File: src/rtl/uart_gcd_pipeline.sv
`default_nettype none
// ==== uart_gcd_pipeline : UART-fed subtractive GCD with LED/7-seg/UART result (rev 1.0) ====
module uart_gcd_pipeline #(
  parameter int CLK_HZ = 50_000_000,
  parameter int BAUD   = 9600
) (
  input  logic       reset,
  input  logic       sysclk,
  output logic [7:0] led,
  input  logic [7:0] switch,
  output logic [6:0] digi1,
  output logic [6:0] digi2,
  output logic [6:0] digi3,
  output logic [6:0] digi4,
  input  logic       UART_RX,
  output logic       UART_TX
);
  localparam int BAUD_DIV = CLK_HZ / BAUD;
  localparam int CNT_W    = $clog2(BAUD_DIV);
  localparam logic [CNT_W-1:0] DIV_MAX  = CNT_W'(BAUD_DIV - 1);
  localparam logic [CNT_W-1:0] HALF_MAX = CNT_W'(BAUD_DIV / 2 - 1);

  typedef enum logic [1:0] {RX_IDLE, RX_START, RX_DATA, RX_STOP} rx_state_t;
  typedef enum logic [1:0] {WAIT_A, WAIT_B, CALC, SEND} state_t;

  logic             rx_s1, rx_s2, rx_prev;
  rx_state_t        rx_state;
  logic [CNT_W-1:0] rx_cnt;
  logic [2:0]       rx_idx;
  logic [7:0]       rx_sh;
  logic [7:0]       rx_data;
  logic             rx_valid;

  state_t           state;
  logic [7:0]       a, b, x, y, result;
  logic [7:0]       gcd_val;
  logic [CNT_W-1:0] tx_cnt;
  logic [3:0]       tx_idx;
  logic [8:0]       tx_sh;
  logic             tx_line;

  logic             unused_switch;
  assign unused_switch = ^switch[7:1];

  always_ff @(posedge sysclk or negedge reset) begin
    if (!reset) begin
      rx_s1    <= 1'b1;
      rx_s2    <= 1'b1;
      rx_prev  <= 1'b1;
      rx_state <= RX_IDLE;
      rx_cnt   <= '0;
      rx_idx   <= '0;
      rx_sh    <= '0;
      rx_data  <= '0;
      rx_valid <= 1'b0;
    end else begin
      rx_s1    <= UART_RX;
      rx_s2    <= rx_s1;
      rx_prev  <= rx_s2;
      rx_valid <= 1'b0;
      case (rx_state)
        RX_IDLE: begin
          if (rx_prev && !rx_s2) begin
            rx_state <= RX_START;
            rx_cnt   <= '0;
          end
        end
        RX_START: begin
          // A start bit that is high again by mid-bit was a glitch.
          if (rx_cnt == HALF_MAX) begin
            rx_cnt   <= '0;
            rx_idx   <= '0;
            rx_state <= rx_s2 ? RX_IDLE : RX_DATA;
          end else begin
            rx_cnt <= rx_cnt + 1'b1;
          end
        end
        RX_DATA: begin
          if (rx_cnt == DIV_MAX) begin
            rx_cnt <= '0;
            rx_sh  <= {rx_s2, rx_sh[7:1]};
            rx_idx <= rx_idx + 3'd1;
            if (rx_idx == 3'd7) rx_state <= RX_STOP;
          end else begin
            rx_cnt <= rx_cnt + 1'b1;
          end
        end
        default: begin
          if (rx_cnt == DIV_MAX) begin
            rx_state <= RX_IDLE;
            if (rx_s2) begin
              rx_valid <= 1'b1;
              rx_data  <= rx_sh;
            end
          end else begin
            rx_cnt <= rx_cnt + 1'b1;
          end
        end
      endcase
    end
  end

  assign gcd_val = (x == 8'd0) ? y : x;

  // Working copies x/y are reduced so a/b stay visible on the display.
  always_ff @(posedge sysclk or negedge reset) begin
    if (!reset) begin
      state   <= WAIT_A;
      a       <= '0;
      b       <= '0;
      x       <= '0;
      y       <= '0;
      result  <= '0;
      tx_cnt  <= '0;
      tx_idx  <= '0;
      tx_sh   <= '1;
      tx_line <= 1'b1;
    end else begin
      case (state)
        WAIT_A: begin
          if (rx_valid) begin
            a     <= rx_data;
            state <= WAIT_B;
          end
        end
        WAIT_B: begin
          if (rx_valid) begin
            b     <= rx_data;
            x     <= a;
            y     <= rx_data;
            state <= CALC;
          end
        end
        CALC: begin
          if (x == 8'd0 || y == 8'd0 || x == y) begin
            result  <= gcd_val;
            tx_sh   <= {1'b1, gcd_val};
            tx_line <= 1'b0;
            tx_cnt  <= '0;
            tx_idx  <= '0;
            state   <= SEND;
          end else if (x > y) begin
            x <= x - y;
          end else begin
            y <= y - x;
          end
        end
        default: begin
          if (tx_cnt == DIV_MAX) begin
            tx_cnt <= '0;
            if (tx_idx == 4'd9) begin
              tx_line <= 1'b1;
              state   <= WAIT_A;
            end else begin
              tx_line <= tx_sh[0];
              tx_sh   <= {1'b1, tx_sh[8:1]};
              tx_idx  <= tx_idx + 4'd1;
            end
          end else begin
            tx_cnt <= tx_cnt + 1'b1;
          end
        end
      endcase
    end
  end

  function automatic logic [6:0] seg7(input logic [3:0] n);
    case (n)
      4'h0: seg7 = 7'b1000000;
      4'h1: seg7 = 7'b1111001;
      4'h2: seg7 = 7'b0100100;
      4'h3: seg7 = 7'b0110000;
      4'h4: seg7 = 7'b0011001;
      4'h5: seg7 = 7'b0010010;
      4'h6: seg7 = 7'b0000010;
      4'h7: seg7 = 7'b1111000;
      4'h8: seg7 = 7'b0000000;
      4'h9: seg7 = 7'b0010000;
      4'hA: seg7 = 7'b0001000;
      4'hB: seg7 = 7'b0000011;
      4'hC: seg7 = 7'b1000110;
      4'hD: seg7 = 7'b0100001;
      4'hE: seg7 = 7'b0000110;
      default: seg7 = 7'b0001110;
    endcase
  endfunction

  logic [7:0] left_byte, right_byte;
  assign left_byte  = switch[0] ? a : rx_data;
  assign right_byte = switch[0] ? b : result;

  assign digi4   = seg7(left_byte[7:4]);
  assign digi3   = seg7(left_byte[3:0]);
  assign digi2   = seg7(right_byte[7:4]);
  assign digi1   = seg7(right_byte[3:0]);
  assign led     = result;
  assign UART_TX = tx_line;
endmodule
`default_nettype wire

File: config.mk
export PLATFORM = sky130hd
export DESIGN_NAME = uart_gcd_pipeline
export DESIGN_NICKNAME = d
export VERILOG_FILES = /design/src/rtl/uart_gcd_pipeline.sv
export SDC_FILE = /design/constraint.sdc
export NUM_CORES = 1
export LEC_CHECK = 0
export CAP_MARGIN = 20
export CORE_MARGIN = 4
export CORE_UTILIZATION = 60
export CTS_CLUSTER_SIZE = 8
export DETAILED_ROUTE_END_ITERATION = 6
export PLACE_DENSITY = 0.81
export SYNTH_ARGS = -nofsm -noshare
export SYNTH_HDL_FRONTEND = slang
export SYNTH_SLANG_ARGS = --single-unit
File: constraint.sdc
create_clock -name sysclk -period 3.9 [get_ports sysclk]
set_input_delay 0.78 -clock sysclk [delete_from_list [all_inputs] [get_ports sysclk]]
set_output_delay 0.78 -clock sysclk [all_outputs]
set_load 0.01 [all_outputs]
[Yosys cells after proc, flatten, opt, wreduce, memory -nomap -nowiden]
Memories as Yosys holds them, arrays and structs flattened.
Index checks and enable logic that the tools add are counted.
Operators by class
  add/sub/neg operators: 6
  order comparisons: 1
  equal/unequal tests: 22
  mux-type cells: 50
  bitwise operators: 2
  reduce and logical (&&, ||, !) cells: 30
Operators with widths (number)
  2-to-1 mux 13 bit: 6
  2-to-1 mux 8 bit: 9
  case mux 13 bit (3 select lines): 1
  case mux 8 bit (2 select lines): 2
  2-to-1 mux 9 bit: 3
  adder 13 x 1 -> 13 bit, second input constant: 2
  equality test 13 bit, second input constant: 2
  case mux 13 bit (2 select lines): 1
  2-to-1 mux 2 bit: 11
  inequality test 2 bit, second input constant: 10
  case mux 9 bit (2 select lines): 1
  logical NOT 8 bit: 2
  subtractor 8 bit: 2
  equality test 13 x 12 -> 1 bit, second input constant: 1
  2-to-1 mux 4 bit: 3
  case mux 2 bit (3 select lines): 2
  AND reduction 2 bit: 6
  AND reduction 4 bit: 3
  AND reduction 5 bit: 2
  AND reduction 3 bit: 3
  equality test 8 bit: 1
  > comparator 8 bit: 1
  case mux 4 bit (2 select lines): 1
  nonzero test 4 bit: 2
  other kinds (21): 34
Storage, ports and cells
  bits in registers: 107
  memory bits (read-only): 448
  input port bits: 11
  output and inout port bits: 37
  logic and storage cells: 134
  memories kept: 4
Memory list
  (name not given): depth 16, width 7, read ports 1, clocked after memory_dff 0, wr ports 0, RTL line 168  | case (n)
  (name not given): depth 16, width 7, read ports 1, clocked after memory_dff 0, wr ports 0, RTL line 168
  (name not given): depth 16, width 7, read ports 1, clocked after memory_dff 0, wr ports 0, RTL line 168
  (name not given): depth 16, width 7, read ports 1, clocked after memory_dff 0, wr ports 0, RTL line 168

[Logic depth before layout (Yosys ltp)]
Gate-level depths: netlist of run 1.
  depth after elaboration: 5
  gate-level depth with buffers: 10
  gate-level depth less buffers: 8

[Worst setup path before layout of run 1]
Ideal clock, no wire load.
  path kind: in2out
  start point: input port switch[0]
  end point: output port digi3[3]
  arrival time: 2.745 ns
  data required time: 3.120 ns
  path slack: 0.375 ns
  cell stages on the path: 6
  buffers on the path: 2
  cell sequence: buf_1 -> buf_2 -> mux2i_1 -> inv_1 -> ha_1 -> mux4_2
On the way
  cells in the longest elaborated chain, start to end: 2
RTL lines
  from (decl): RTL line 10  | input logic [7:0] switch,
  2-to-1 mux 8 bit: RTL line 189  | assign left_byte = switch[0] ? a : rx_data;
  memory read (16 x 7 bit)
  to (decl): RTL line 13  | output logic [6:0] digi3,
Every way passes these cells.

[Worst setup path in the final report of run 1]
Ends and elaborated chain as after synthesis.

==> results of run 1 <==
-- per-stage QoR --
step           cell area (um2)  cells
6_report                  8160    940
5_1_grt                   8160    940
4_1_cts                   8090    938
3_5_place_dp              7780    922
3_3_place_gp              7780    922
2_1_floorplan             7110    740
-- path summary, 6_finish.rpt --
check                            end  slack, ns
max                         digi3[3]       0.35
min                        tx_cnt[5]       0.30
max reg2reg                     x[5]       0.78
min reg2reg                    rx_s2       0.37
max in group asynchronous       a[0]       2.62
min in group sysclk            rx_s2       0.37
-- cells in the mapped netlist (all sizes together), types with 3 or more instances --
cell type	n	share of area [%]
nand4b	5	0.62
or2	3	0.26
nand2	66	3.5
or4	8	0.85
mux2i	29	4.1
nor2	54	2.9
buf	11	0.95
and2	7	0.62
dfstp	12	4.4
ha	53	9.3
o21a	6	0.63
o21ai	53	3.7
mux2	51	8.1
nor4	10	0.97
o2bb2ai	3	0.37
a31o	3	0.37
a32o	4	0.56
dfrtp	94	33
nor3	7	0.49
xnor2	3	0.37
o31ai	11	1.4
or3	8	0.70
nand2b	7	0.62
nand4	8	0.79
a31oi	8	0.70
and3	7	0.62
o2111ai	3	0.37
a21o	4	0.42
a22o	3	0.37
o22ai	6	0.53
o41ai	8	1.3
clkbuf	17	0.90
a21oi	43	3.1
o211ai	3	0.32
nand3	22	1.6
a211oi	11	1.2
inv	41	2.2
xor2	4	0.49
nor2b	10	0.88
-- routing by layer --
metal | global-route usage [%] | vias up | part of all wire (%)
met5 | 0 | - | 0
met4 | 8.56 | 0 | 2.7
met3 | 3.14 | 40 | 5.3
met2 | 45.2 | 235 | 50
met1 | 32.1 | 2927 | 42
li1 | - | 2824 | -
-- flip-flops by register name, summed over array words and instances, names as in the netlist --
signal    cells
tx_cnt       13
tx_sh         8
rx_data       8
a             8
led           8
rx_s2         1
x             8
rx_sh         8
b             8
state         2
y             8
rx_s1         1
rx_prev       1
UART_TX       1
rx_state      2
rx_cnt       13
tx_idx        4
rx_idx        3
rx_valid      1
-- cell families after synthesis --
kind of cell | synth area share [%]
AO/OA/AOI/OAI | 18.2
XOR/XNOR | 0.863
adder cells (fa/ha/maj) | 9.89
buffers and inverters | 4.01
flip-flops | 37.5
multiplexers | 12.8
AND/OR/NAND/NOR | 16.7
-- layout make-up --
cell class / instances / area [um2] / share of cell area [%]
Timing Repair Buffer: 69 / 676 / 8.28
Clock buffer: 9 / 225 / 2.76
Sequential cell: 106 / 2670 / 32.7
Clock inverter: 7 / 85.1 / 1.04
Tap cell: 143 / 179 / 2.19
Multi-Input combinational cell: 565 / 4180 / 51.2
Inverter: 41 / 154 / 1.89
-- repair_timing --
item	in CTS	in global routing
resized for setup	0	7
endpoints found under the setup margin	0	10
hold buffers	0	0
-- power by group through the flow --
stage / clock network, mW / logic [mW] / registers (mW)
after floorplan: 0 / 0.247 / 1.16
final: 0.911 / 0.334 / 1.14
after CTS: 0.923 / 0.325 / 1.14
after detailed placement: 0 / 0.321 / 1.16
after global placement: 0 / 0.303 / 1.16
after global routing: 0.965 / 0.368 / 1.15
-- critical path, delay by kind of cell --
kind | cells | cell delay (ns)
multiplexers | 2 | 0.70
adder cells (fa/ha/maj) | 1 | 0.26
buffers and inverters | 4 | 1.02
==> metrics.md, run 1 <==
| Metric | Value |
|---|---|
| Clock transition at path regs | `approximately 0.07 ns` |
| Placement Setup Slack | `~0.011 ns` |
| Number of antenna violations at the first check in global routing | `0` |
| Cell at the root of the clock tree | `clkbuf_16` |
| Count of unique library cells instantiated by Yosys | `75` |
| Reg power frac | `a little under half` |
| Area growth from synthesis to layout | `14.9%` |
| Relative max-transition margin | `between 50 and 60%` |
| Number of levels the H-tree was split into | `3` |
| Unrepaired setup endpoints after global routing | `no` |
| Global-route wire length before repair | `28,000 um` |
| Tot GR Track Use | `25.4%` |
| Cell with the biggest individual delay on the critical path | `clkdlybuf4s50_1` |
| Switching component of the power | `0.691 mW` |
| Critical-path cell list | `dlymetal6s2s_1 -> buf_12 -> mux2i_1 -> inv_1 -> ha_1 -> mux4_2 -> clkdlybuf4s50_1` |
| Ratio of cells with drive above 1 in the final layout | `a little over an eighth` |
| Number of setup buffers added after CTS | `0` |
| Hold WS | `approximately 0.30 ns` |
| Via count of the first global-routing pass | `around 5,800` |
| Area of the die | `13,700 um2` |
| Buffer depth of the longest clock path | `2` |
| Fin. Hold Viols | `0` |
| Number of storage elements in the synthesis netlist | `~110` |
| Most frequent standard cell in the layout excluding fill and tap cells | `dfrtp_1` |
| Post-DRT Antenna Nets | `0` |
| DRC violations left | `1` |
| Required time of the critical path | `roughly 3.1 ns` |
| Async set or reset register ratio after synthesis | `100%` |
| Maximum ir drop on the vdd rail | `roughly 230 uV` |
| Gr ovfl total | `0` |
| Area of the mapped netlist | `7110 um2` |
| Number of nets produced by synthesis | `between 800 and 900` |
| Startpoint of the most critical setup path | `switch[0]` |
| Worst clock skew | `between 0.01 and 0.015 ns` |
| Number of standard cells after synthesis | `740` |
| Maximum number of pins on one net before global-route repair | `between 80 and 90` |
| Total of fill cells in the finished design | `roughly 840` |
| R2r startpoint | `x[0]` |
| Initial DRC Count | `412` |
| Switching fraction of total power | `between 20% and 30%` |
| Worst-case reg-to-reg path depth | `8` |
| Leakage Power | `roughly 3.7 nW` |
| Share of power burned in combinational logic | `14.0%` |
| F_max | `between 0.2 and 0.3 GHz` |
| IO buf count | `40` |
| Wire length per cell after detailed routing | `17.8 um` |
| Seq/Total Area, Yosys | `a little under two fifths` |
| Critical path launch point type | `input port` |
| Via total after detailed routing | `around 6,000` |
| Outcome | `finished, violations left` |
| Final Power | `~2.4 mW` |
| Category of the worst setup path capture point | `output port` |
| Portion of the clock cycle consumed by the worst path in the final layout | `91.1%` |
| Main flop type after synthesis | `dfrtp_1` |
| Total Nets Final | `858` |
| Area of the core region | `11,500 um2` |
| Synth warn | `0` |
| Violations in the final reports | `DRC` |
| Sum of routed wire length over all layers | `16,700 um` |
| First-pass detailed-route iteration total | `7` |
| Post-DR vias/cell | `approximately 6.4` |
| Data arrival time at the worst-slack endpoint | `around 2.8 ns` |
| Slew of the pin with the lowest slew margin | `~0.63 ns` |
| MaxCap Viol Count | `0` |
| Number of sinks driven by the clock tree | `approximately 110` |
| Number of enable flip-flop cells after synthesis | `0` |
| Leading cell types in the layout, fill and taps excluded | `dfrtp_1 (94), nand2_1 (65), nor2_1 (54), ha_1 (53), o21ai_0 (47)` |
| Antenna Cells | `0` |
| Clock insertion delay at the later pin of the skew report | `roughly 0.36 ns` |
| Final setup violation count | `0` |
| Final critical delay including setup and external delays | `roughly 3.6 ns` |
| Critical path fanouts, max | `10` |
| Initial Util | `roughly 62%` |
| IO Count | `between 40 and 50` |
| Core occupancy in the finished layout | `between 70 and 80%` |
| Max incr delay on CP | `just under 0.5 ns` |
| Hold/Removal Path Class | `input port to asynchronous set/reset pin` |
| Post-DP HPWL | `between 10,000 and 15,000 um` |
| Final-report max-slew violation count | `0` |
| Die Ht | `roughly 120 um` |
| Die Wd | `117 um` |
| Power per cell area | `293 nW/um2` |
| Total clock buffers created by CTS | `9` |
| Final critical-path setup slack | `~0.35 ns` |
| Final GP Congestion | `0.972` |
| Number of cell rows | `39` |
| CTS tree | `done` |
| Average cell area after synthesis | `9.60 um2` |
| Summed negative setup slack over all endpoints | `0 ns` |
| Crit path kind | `input port to output port` |
| Power share of the clock group | `a little under two fifths` |
| Cell-internal power | `1.70 mW` |
(Power assumes the default switching activity.)
==> inputs of run 2 (changes only) <==
--- a/config.mk
+++ b/config.mk
@@ -6,11 +6,13 @@
 export NUM_CORES = 1
 export LEC_CHECK = 0
 export CAP_MARGIN = 20
+export CELL_PAD_IN_SITES_DETAIL_PLACEMENT = 1
+export CELL_PAD_IN_SITES_GLOBAL_PLACEMENT = 1
 export CORE_MARGIN = 4
-export CORE_UTILIZATION = 60
+export CORE_UTILIZATION = 47
 export CTS_CLUSTER_SIZE = 8
 export DETAILED_ROUTE_END_ITERATION = 6
-export PLACE_DENSITY = 0.81
+export PLACE_DENSITY_LB_ADDON = 0.1
 export SYNTH_ARGS = -nofsm -noshare
 export SYNTH_HDL_FRONTEND = slang
 export SYNTH_SLANG_ARGS = --single-unit
==> run 2 against run 1 <==
The flow now finishes without violations. First-iteration DRC count is 45% lower. Clock skew shrank 0.0064 ns. Combinational power increased by 4%. Global-route usage fell by 2.0 points. Fmax shrank 0.25%. Register-to-register slack got worse by 0.08 ns. Critical path depth up 2. Largest cell class unchanged. Power increased by 0.22%. Sequential power about the same. Core utilization down 15 points. Sequential share of layout area fell by 0.39 points.
==> metrics.md, run 2 (synthesis gave the netlist of run 1 again) <==
| Metric | Value |
|---|---|
| Outcome | `complete, no violations` |
| Most frequent standard cell in the layout excluding fill and tap cells | `dfrtp_1` |
| Number of levels the H-tree was split into | `3 (unchanged)` |
| R2r startpoint | `x[0]` |
| Clock transition at path regs | `0.07 ns (about the same)` |
| Final GP Congestion | `0.866 (-11%)` |
| Final setup violation count | `0 (unchanged)` |
| Cell with the biggest individual delay on the critical path | `clkdlybuf4s50_1` |
| MaxCap Viol Count | `0 (unchanged)` |
| Hold WS | `0.360 ns (+0.0569 ns)` |
| Buffer depth of the longest clock path | `2 (unchanged)` |
| Final critical delay including setup and external delays | `3.56 ns (+0.00886 ns)` |
| Area growth from synthesis to layout | `16.3%` |
| Max incr delay on CP | `0.56 ns (+0.07 ns)` |
| Unrepaired setup endpoints after global routing | `no` |
| Hold Path Sink | `rx_s2` |
| Post-DRT Antenna Nets | `0 (unchanged)` |
| Antenna Cells | `0 (unchanged)` |
| Relative max-transition margin | `51.3% (-6.5 points)` |
| CP top delay family | `buffers and inverters` |
| Summed negative setup slack over all endpoints | `0 ns (unchanged)` |
| F_max | `0.281 GHz (-0.25%)` |
| Core occupancy in the finished layout | `56.2% (-15 points)` |
| Final-report max-slew violation count | `0 (unchanged)` |
| Post-DP HPWL | `14,600 um (+20%)` |
| Initial Util | `48.3% (-13 points)` |
| Crit path kind | `input port to output port` |
| Leading cell types in the layout, fill and taps excluded | `dfrtp_1 (94), nand2_1 (65), nor2_1 (54), ha_1 (52), o21ai_0 (47)` |
| Data arrival time at the worst-slack endpoint | `2.78 ns (about the same)` |
| Required time of the critical path | `3.12 ns (about the same)` |
| Global-route wire length before repair | `32,000 um (+14%)` |
| Category of the worst setup path capture point | `output port` |
| Maximum ir drop on the vdd rail | `255 uV (+11%)` |
| Critical path launch point type | `input port` |
| Worst-case reg-to-reg path depth | `8 (unchanged)` |
| Area of the core region | `14,700 um2 (+28%)` |
| Die Ht | `131 um (+12%)` |
| First-pass detailed-route iteration total | `5 (-2)` |
| Via count of the first global-routing pass | `6,080 (+4.7%)` |
| Wire length per cell after detailed routing | `19.8 um (+11%)` |
| Sum of routed wire length over all layers | `19,500 um (+17%)` |
| Total of fill cells in the finished design | `1,633 (+93%)` |
| IO Count | `48 (unchanged)` |
| Setup slack of the most critical reg-to-reg path | `0.70 ns (-0.08 ns)` |
| Slew of the pin with the lowest slew margin | `0.724 ns (+0.0968 ns)` |
| Area of the die | `17,200 um2 (+26%)` |
| Portion of the clock cycle consumed by the worst path in the final layout | `91.3% (+0.23 points)` |
| Clock insertion delay at the later pin of the skew report | `0.36 ns (about the same)` |
| WHS Path Cells | `0` |
| Post-DR vias/cell | `6.05 (-5.7%)` |
| Cell at the root of the clock tree | `clkbuf_16` |
| Leakage Power | `3.77 nW (+1.8%)` |
| Die Wd | `131 um (+12%)` |
| Power per cell area | `290 nW/um2 (-0.98%)` |
| Hold/Removal Path Class | `flop to flop` |
| CTS tree | `done` |
| Start point of the worst hold path | `rx_s1` |
| Number of buffer and inverter stages on the critical path | `4 (unchanged)` |
| Ratio of cells with drive above 1 in the final layout | `14.7% (+1.2 points)` |
| Top flop regs | `rx_cnt x13, tx_cnt x13` |
| Critical path fanouts, max | `7 (-3)` |
| R2R Path End | `x[3]` |
| Maximum number of pins on one net before global-route repair | `56 (-31%)` |
| Via total after detailed routing | `5,980 (-0.76%)` |
| DRC violations left | `0 (-1)` |
| Fin. Hold Viols | `0 (unchanged)` |
| Gr ovfl total | `0 (unchanged)` |
| Number of sinks driven by the clock tree | `106 (unchanged)` |
| Total clock buffers created by CTS | `9 (unchanged)` |
| Initial DRC Count | `228 (-45%)` |
| Worst clock skew | `0.00440 ns (-0.00639 ns)` |
| Number of antenna violations at the first check in global routing | `0 (unchanged)` |
| # hold bufs at CTS | `0 (unchanged)` |
| IO buf count | `40 (unchanged)` |
| Tot GR Track Use | `23.5% (-2.0 points)` |
| Number of cell rows | `44 (+13%)` |
| Total Nets Final | `866 (+0.93%)` |
| Critical-path cell list | `dlymetal6s2s_1 -> clkbuf_16 -> mux2i_2 -> buf_4 -> ha_1 -> nor2b_2 -> a21oi_1 -> o22ai_1 -> clkdlybuf4s50_1` |
[run 2: changes by cell type in the layout (fill, tap and decap cells not counted), moves of 2 or more]
cell | before | now
buf_4 | 27 | 35
clkdlybuf4s50_1 | 35 | 33
nor2b_1 | 10 | 8
dlymetal6s2s_1 | 4 | 6
nor2b_2 | 0 | 2
clkinv_8 | 3 | 0
inv_6 | 0 | 2
[run 2: worst max path at each step]
stage / from / endpoint / depth (start not counted)
2_1_floorplan: switch[0] / digi3[3] / 6
3_3_place_gp: switch[0] / digi4[3] / 7
3_5_place_dp: switch[0] / digi3[3] / 7
4_1_cts: switch[0] / digi3[3] / 7
5_1_grt: switch[0] / digi3[5] / 9
6_report: switch[0] / digi3[5] / 9
[run 2: repair_timing]
item	CTS	global route
gates cloned	0	1
hold endpoints to repair	0	0
buffers inserted	0	4
resized for setup	1	12
endpoints found under the setup margin	1	15
[run 2: cell type report]
cell class / count / area [um2] / share of cell area [%]
Timing Repair Buffer: 77 / 733 / 8.87
Tap cell: 184 / 230 / 2.79
Multi-Input combinational cell: 565 / 4190 / 50.7
Inverter: 41 / 154 / 1.86
Clock inverter: 5 / 46.3 / 0.560
Sequential cell: 106 / 2670 / 32.3
Clock buffer: 11 / 243 / 2.94
[run 2: stage by stage]
step,std cells,setup WS (ns),power (mW),cell area [um2]
6_report,989,0.339,2.39,8260
5_1_grt,989,0.252,2.50,8260
4_1_cts,984,0.00762,2.41,8170
3_5_place_dp,968,0.00596,1.50,7880
3_3_place_gp,967,0.0711,1.48,7870
2_1_floorplan,740,0.375,1.41,7110
[run 2: report_power, final]
part	total, mW	leakage (nW)	internal, mW	switching [mW]
sequential	1.14	1.43	1.12	0.0219
combinational	0.348	2.20	0.122	0.226
clock	0.903	0.143	0.463	0.440
total	2.39	3.77	1.71	0.687
[run 2: metal layers]
metal / vias up / GRT usage, % / part of all wire (%)
met4: 0 / 8.47 / 2.0
li1: 2836 / - / -
met3: 23 / 3.46 / 2.7
met2: 88 / 40.1 / 51
met1: 3033 / 30.2 / 44
met5: - / 0 / 0
